===== src/rtl/piso_pkg.sv =====
// Shared definitions for the PISO shift register: state encoding and sizing helpers.
// PISO_PARITY_EN adds one trailing even-parity bit to every word.
package piso_pkg;

    localparam logic ST_IDLE  = 1'b0;
    localparam logic ST_SHIFT = 1'b1;

    // Bits sent per word: the data bits, plus the parity bit when it is compiled in.
    function automatic int piso_nbits(input int width);
`ifdef PISO_PARITY_EN
        return width + 1;
`else
        return width;
`endif
    endfunction

    function automatic int piso_cnt_w(input int nbits);
        return (nbits <= 2) ? 1 : $clog2(nbits);
    endfunction

endpackage


===== src/rtl/piso_bit_counter.sv =====
// Bit-position counter for the PISO shifter: synchronous clear, enable, terminal count.
// Its sizing follows piso_pkg, which depends on PISO_PARITY_EN.
module piso_bit_counter #(
    parameter int NBITS = 4,
    parameter int CW    = 2
) (
    input  logic clk,
    input  logic rstn,
    input  logic clr,
    input  logic en,
    output logic tc
);

    logic [CW-1:0] cnt_q;
    logic [CW-1:0] cnt_d;

    always_comb begin
        cnt_d = cnt_q;
        if (clr) begin
            cnt_d = '0;
        end else if (en) begin
            cnt_d = cnt_q + CW'(1);
        end
    end

    // NOTE: state updates use <= so every flop samples pre-edge values; combinational logic uses =.
    always_ff @(posedge clk or negedge rstn) begin
        if (!rstn) begin
            cnt_q <= '0;
        end else begin
            cnt_q <= cnt_d;
        end
    end

    assign tc = (cnt_q == CW'(NBITS - 1));

endmodule


===== src/rtl/piso_shift_register.sv =====
// Parallel-in, serial-out shifter, LSB first, with a load/ready handshake and valid/ready output.
// Defining PISO_PARITY_EN appends the even parity of the loaded word as a final bit.
module piso_shift_register
    import piso_pkg::*;
#(
    parameter int WIDTH = 4
) (
    input  logic             clk,
    input  logic             rstn,
    input  logic             load,
    input  logic [WIDTH-1:0] I,
    output logic             ready,
    output logic             sout,
    output logic             sout_valid,
    input  logic             sready,
    output logic             done
);

    localparam int NBITS = piso_nbits(WIDTH);
    localparam int CW    = piso_cnt_w(NBITS);

    logic             state_q, state_d;
    logic [NBITS-1:0] shreg_q, shreg_d;
    logic             sout_valid_q, sout_valid_d;
    logic             done_q, done_d;

    logic             tc;
    logic             accept;
    logic             transfer;
    logic             last;
    logic [NBITS-1:0] word;

`ifdef PISO_PARITY_EN
    assign word = {^I, I};
`else
    assign word = I;
`endif

    // The last-bit cycle can hand over directly to the next word, so ready opens there too.
    assign ready    = (state_q == ST_IDLE) | (sout_valid_q & sready & tc);
    assign accept   = load & ready;
    assign transfer = sout_valid_q & sready;
    assign last     = transfer & tc;

    piso_bit_counter #(
        .NBITS(NBITS),
        .CW   (CW)
    ) u_cnt (
        .clk (clk),
        .rstn(rstn),
        .clr (accept | last),
        .en  (transfer & ~tc),
        .tc  (tc)
    );

    // NOTE: every variable gets a default at the top of always_comb so no path infers a latch.
    always_comb begin
        state_d      = state_q;
        shreg_d      = shreg_q;
        sout_valid_d = sout_valid_q;
        done_d       = last;

        if (transfer) begin
            if (tc) begin
                state_d      = ST_IDLE;
                sout_valid_d = 1'b0;
                shreg_d      = '0;
            end else begin
                shreg_d = shreg_q >> 1;
            end
        end

        if (accept) begin
            state_d      = ST_SHIFT;
            sout_valid_d = 1'b1;
            shreg_d      = word;
        end
    end

    always_ff @(posedge clk or negedge rstn) begin
        if (!rstn) begin
            state_q      <= ST_IDLE;
            shreg_q      <= '0;
            sout_valid_q <= 1'b0;
            done_q       <= 1'b0;
        end else begin
            state_q      <= state_d;
            shreg_q      <= shreg_d;
            sout_valid_q <= sout_valid_d;
            done_q       <= done_d;
        end
    end

    // The serial bit is the register LSB, so it is registered and stable during a stall.
    assign sout       = shreg_q[0];
    assign sout_valid = sout_valid_q;
    assign done       = done_q;

endmodule


===== config.mk =====
export PLATFORM = sky130hd
export DESIGN_NAME = piso_shift_register
export DESIGN_NICKNAME = d
export VERILOG_FILES = /design/src/rtl/piso_pkg.sv /design/src/rtl/piso_bit_counter.sv /design/src/rtl/piso_shift_register.sv
export SDC_FILE = /design/constraint.sdc
export NUM_CORES = 1
export LEC_CHECK = 0
export ABC_AREA = 1
export CORE_AREA = 2 2 39 41
export DETAILED_ROUTE_END_ITERATION = 16
export DIE_AREA = 0 0 41 43
export PLACE_DENSITY_LB_ADDON = 0.08
export SLEW_MARGIN = 20
export SYNTH_ARGS = -nofsm -noshare
export SYNTH_HDL_FRONTEND = slang
export SYNTH_SLANG_ARGS = --single-unit
export TNS_END_PERCENT = 50

===== constraint.sdc =====
create_clock -name clk -period 2.8 [get_ports clk]
set_clock_uncertainty 0.2 [all_clocks]
set_input_delay 0.28 -clock clk [delete_from_list [all_inputs] [get_ports clk]]
set_output_delay 0.28 -clock clk [all_outputs]
set_load 0.01 [all_outputs]

---- Word-level counts from Yosys, hierarchy flattened ----
Index checks and enable logic that the tools add are counted.
word-level totals
  bits in registers ....................... 8
  input port bits ......................... 8
  output and inout port bits .............. 4
operators by class
  $add $sub $neg .......................... 1
  equal/unequal tests ..................... 1
  multiplexer cells ....................... 8
  bitwise logic cells ..................... 8
  reductions and logical operators ........ 4
operators by type and width
  operator                                     number
  two-way mux 4 bit                            2
  nonzero test 2 bit                           3
  bitwise AND 1 bit                            4
  two-way mux 2 bit                            2
  two-way mux 1 bit                            3
  two-way mux 3 bit                            1
  adder 2 x 1 -> 2 bit, second input constant  1
  equality test 2 bit, second input constant   1
  inverter 1 bit                               2
  bitwise OR 1 bit                             2
  AND reduction 2 bit                          1

---- Longest topological paths before layout ----
  word-level depth ........................ 6
  gate-level depth with buffers ........... 7
  mapped depth without buffers ............ 7

---- By module ----
A second synthesis with hierarchy kept.
unflattened totals
  cells, all modules ...................... 50
  area total of the unflattened synthesis .. 399.1 µm²
modules (own cells, without submodules)
  module               times used  cells each  area an instance (µm²)
  piso_shift_register  1           38          301.5
  piso_bit_counter     1           12          97.6

---- Worst setup path after synthesis ----
No wires, ideal clock.
  kind .................................... register to register
  start point ............................. reg u_cnt.cnt_q[0]
  end point ............................... reg shreg_q[0]
  library setup time ...................... 117 ps
  arrival ................................. 965 ps
  setup slack ............................. 1,518 ps
  stages on the path, launching flop included .. 8
  buffers on the path ..................... 0
  period minus slack after synthesis ...... 1,282 ps
  path through ............................ dfrtp_1 > ha_1 > nand3_4 > nand2_4 > nand3_1 > nand2_1 > nand2_1 > nand2_1
between the ends
  word-level cells in the longest chain between the ends .. 5
  elaborated cells on any way between the ends .. 8
  classes of those cells .................. eq/ne: 1; mux: 3; bitwise: 3; reduce/logical: 1
ends and longest elaborated chain
  element                                                         RTL line                   source
  from (decl)                                                     piso_bit_counter.sv:14     logic [CW-1:0] cnt_q;
  from (signal assigned)                                          piso_bit_counter.sv:31     cnt_q <= cnt_d;
  equality test 2 bit *                                           piso_bit_counter.sv:35     assign tc = (cnt_q == CW'(NBITS - 1));
  bitwise AND 1 bit *                                             piso_shift_register.sv:40  assign ready = (state_q == ST_IDLE) | (sout_valid_q & sready & tc);
  bitwise OR 1 bit *                                              piso_shift_register.sv:40
  named net ready                                                 piso_shift_register.sv:12  output logic ready,
  bitwise AND 1 bit *                                             piso_shift_register.sv:41  assign accept = load & ready;
  two-way mux 4 bit / nonzero test 2 bit (equally long branches)  -
  to (signal assigned)                                            piso_shift_register.sv:88  shreg_q <= shreg_d;
  to (decl)                                                       piso_shift_register.sv:23  logic [NBITS-1:0] shreg_q, shreg_d;
Mark *: on every way through the listed nets, which the timed path passes. The rest lies on a longest branch. The select of a mux whose other input is x is not followed.
A chain may end at the register's enable or synchronous reset.

---- Worst setup path in the final report ----
  start point ............................. reg sout_valid_q, in the netlist sout_valid
  end point ............................... out ready
between the ends
  word-level cells in the longest chain between the ends .. 3
  elaborated cells on any way between the ends .. 4
  classes of those cells .................. bitwise: 4
ends and longest elaborated chain
  element                          RTL line                   source
  from (decl)                      piso_shift_register.sv:24  logic sout_valid_q, sout_valid_d;
  from (signal assigned)           piso_shift_register.sv:89  sout_valid_q <= sout_valid_d;
  bitwise AND 1 bit (2 in series)  piso_shift_register.sv:40
  bitwise OR 1 bit *               piso_shift_register.sv:40
  to (decl)                        piso_shift_register.sv:12
Mark *: on every way between the ends. The rest lies on a longest branch, timed or not.

==> results.md <==
* Outcome: complete, no violations
* Largest delay contributor family on the critical path: flip-flops
* # nets final at 70
* Mapped Area at 417 µm²
* Fin cells at 75
* Seq pwr share at 0.418
* Reg-to-reg endpoint: u_cnt.cnt_q[1]$_DFFE_PN0P_
* CP cell instances: nand3_4 -> nand2_4 -> clkdlybuf4s50_1
* Critical Path Fanout Max at 10
* DP Worst Slack at 0.730 ns
* Die ar. at ~0.0018 mm²
* Die width at roughly 40 µm
* Share of post-route cells with drive strength above 1 at 0.169
* Worst-Margin Slew at around 0.43 ns
* Max-slew violation count at 0
* Tot Pwr at 0.447 mW
* Worst Path Required at approximately 2.3 ns
* Core area at between 0.001 and 0.0015 mm²
* Sw frac at 0.348
* Antenna Diode Count at 0
* Critical Path AT at roughly 1.7 ns
* Nature of the critical path startpoint: flip-flop
* Seq cells post-synth at 8
* # hold bufs at CTS at 0
* Fmax achieved at 470 MHz
* DP Wirelength at between 600 and 700 µm
* Max Root-Sink Buffers at 2
* Synth Area in XOR/XNOR at 0.0210
* Slew headroom at 0.714
* Clk pwr share at 0.194
* Max VDD drop at between 0.3 and 0.4 mV
* Max_cap viols at 0
* Total gr overflow at 0
* Mux contribution to synthesized area at 0
* Leakage at between 0.2 and 0.3 nW
* Root buffer cell: clkbuf_4
* Final setup viols at 0
* Total track usage at 0.123
* Worst-case reg-to-reg path depth at 5
* Setup bufs post-CTS at 0
* Final Hold Viols at 0
* Initial DRC count at 4
* RSZ-0062 raised after global routing: false
* Detailed Route WL at just over 800 µm
* Worst skew pair latency at approximately 0.25 ns
* Vias in the first global route at 335
* Hold crit path type: input pin to asynchronous set/reset pin
* Post-route minimum period at around 2.1 ns
* IO Pins at 12
* Dpl cells at about 70
* Post-synthesis simple-gate area fraction at 0.297
* Vias per cell at 4.51
* Avg Cell Area, Syn at between 9 and 10 µm²
* Initial antenna violation count at 0
* H-tree depth at 1
* # resized after CTS at 0
* Internal at 0.292 mW
* Area growth, synth to finish at 33.9%
* # rows at 14
* Starting density of the core at 0.301
* CTS sink count at 8
* DRT Pass-1 Iters at 4
* Post-Synth Adder-Cell Area at 0.0300
* Post-synthesis sequential area ratio at 0.480
* Pin count of the biggest net entering global routing at 11
* Reg2reg setup slack at 1.36 ns
* Residual DRC at 0
* Worst path bufs/invs at 1
* Drt wl/cell at ~11 µm
* Num CTS Buffers at 3
* Antenna Nets Post-Route at 0
* Total Neg Setup Slack at 0 ns
* Largest family of logic cells by synthesized area: simple AND/OR/NAND/NOR gates
* Die height at between 40 and 50 µm
* Logic pwr share at 0.388
* Area fraction in compound gates after synthesis at 0.108
* Worst r2r src: sout_valid$_DFFE_PN0P_
* Period utilization at 0.760
* Synth unique cells at 15
* Yosys warns at 0
* Slowest stage cell, crit path: dfrtp_1
* Synth Instances at 46
* First-pass GRT wire length at 1.42 mm
* Final worst setup slack at 0.672 ns
* Clk slew on worst S/H paths at around 0.050 ns
* Largest stage delay on the critical path at approximately 0.60 ns
* CTS tree: done
* Worst Setup Path Type: flip-flop to output pin
* Gpl congestion at roughly 0.74
* Input/output buffers at 11
* Pwr Density at 802 mW/mm²
* Synth Net Count at 55
* DR vias at roughly 340
* Critical Path End Type: output pin
* Net Sw Power at 0.156 mW
## flip-flops by register name, indices dropped and copies added, names as in the netlist
name,count
sout_valid,1
done,1
shreg_q,4
u_cnt.cnt_q,2
## area by class of cell
| type | instances | area, µm² |
|---|---|---|
| Fill cell | 148 | 826 |
| Clock buffer | 3 | 22.5 |
| Tap cell | 16 | 20.0 |
| Timing Repair Buffer | 11 | 110 |
| Inverter | 4 | 15.0 |
| Multi-Input combinational cell | 33 | 190 |
| Sequential cell | 8 | 200 |
## metal layers
| layer | global-route usage | up-vias | share of wire |
|---|---|---|---|
| met5 | 0 | - | 0 |
| met4 | 0.100 | 0 | 0.031 |
| met3 | 0.0314 | 4 | 0.055 |
| met2 | 0.153 | 9 | 0.44 |
| met1 | 0.170 | 147 | 0.47 |
| li1 | - | 178 | - |
## cells in the final DEF (no fill, tap or decap)
cell type / synthesis / routed
nand3_4: 1 / 1
o211ai_1: 3 / 3
o21ai_0: 1 / 1
clkbuf_4: 0 / 3
o21ai_2: 2 / 2
xor2_1: 1 / 1
ha_1: 1 / 1
dfrtp_1: 8 / 8
inv_2: 2 / 2
nand2_4: 1 / 1
nor2_1: 1 / 1
inv_1: 2 / 2
nand2_1: 16 / 16
nand2_2: 1 / 1
nand3_1: 5 / 5
clkdlybuf4s50_1: 0 / 11
## through the flow
stage	instance area, µm²	utilization	hold slack (ns)
2_1_floorplan	417	-	-0.216
3_3_place_gp	536	0.387	0.271
3_5_place_dp	536	0.387	0.270
4_1_cts	558	0.403	0.131
5_1_grt	558	0.403	0.143
6_report	558	0.403	0.109
## cell families (layout without fill, tap and decap cells)
kind of cell,after synthesis,after routing
AOI/OAI and AO/OA,6,6
and+or+nand+nor,25,25
DFF,8,8
adders and majority gates,1,1
xor gates and xnor gates,1,1
buffers and inverters,5,18
## cells in the mapped netlist (all sizes together)
cell    instances  area [µm²]
buf             1        11.3
inv             4        15.0
nand2          18        77.6
nor2            1        3.75
o21ai           3        22.5
ha              1        12.5
nand3           6        42.5
dfrtp           8         200
xor2            1        8.76
o211ai          3        22.5
## power by group through the flow
stage	registers [mW]	logic, mW	clock network [mW]
finish	0.187	0.173	0.0868
global route	0.191	0.201	0.0981
CTS	0.188	0.177	0.0911
detailed placement	0.190	0.175	0
global placement	0.189	0.178	0
floorplan	0.183	0.118	0
## worst max path at each step
stage | from | cells after the start | end | slack, ns
after detailed placement | sready | 4 | ready | 0.73
final | sout_valid$_DFFE_PN0P_ | 3 | ready | 0.67
after CTS | sout_valid$_DFFE_PN0P_ | 3 | ready | 0.65
after global placement | sready | 4 | ready | 0.74
after global routing | sout_valid$_DFFE_PN0P_ | 3 | ready | 0.58
after floorplan | u_cnt.cnt_q[0]$_DFFE_PN0P_ | 7 | shreg_q[0]$_DFFE_PN0P_ | 1.52
No activity file was read; power rests on OpenSTA's default activity.
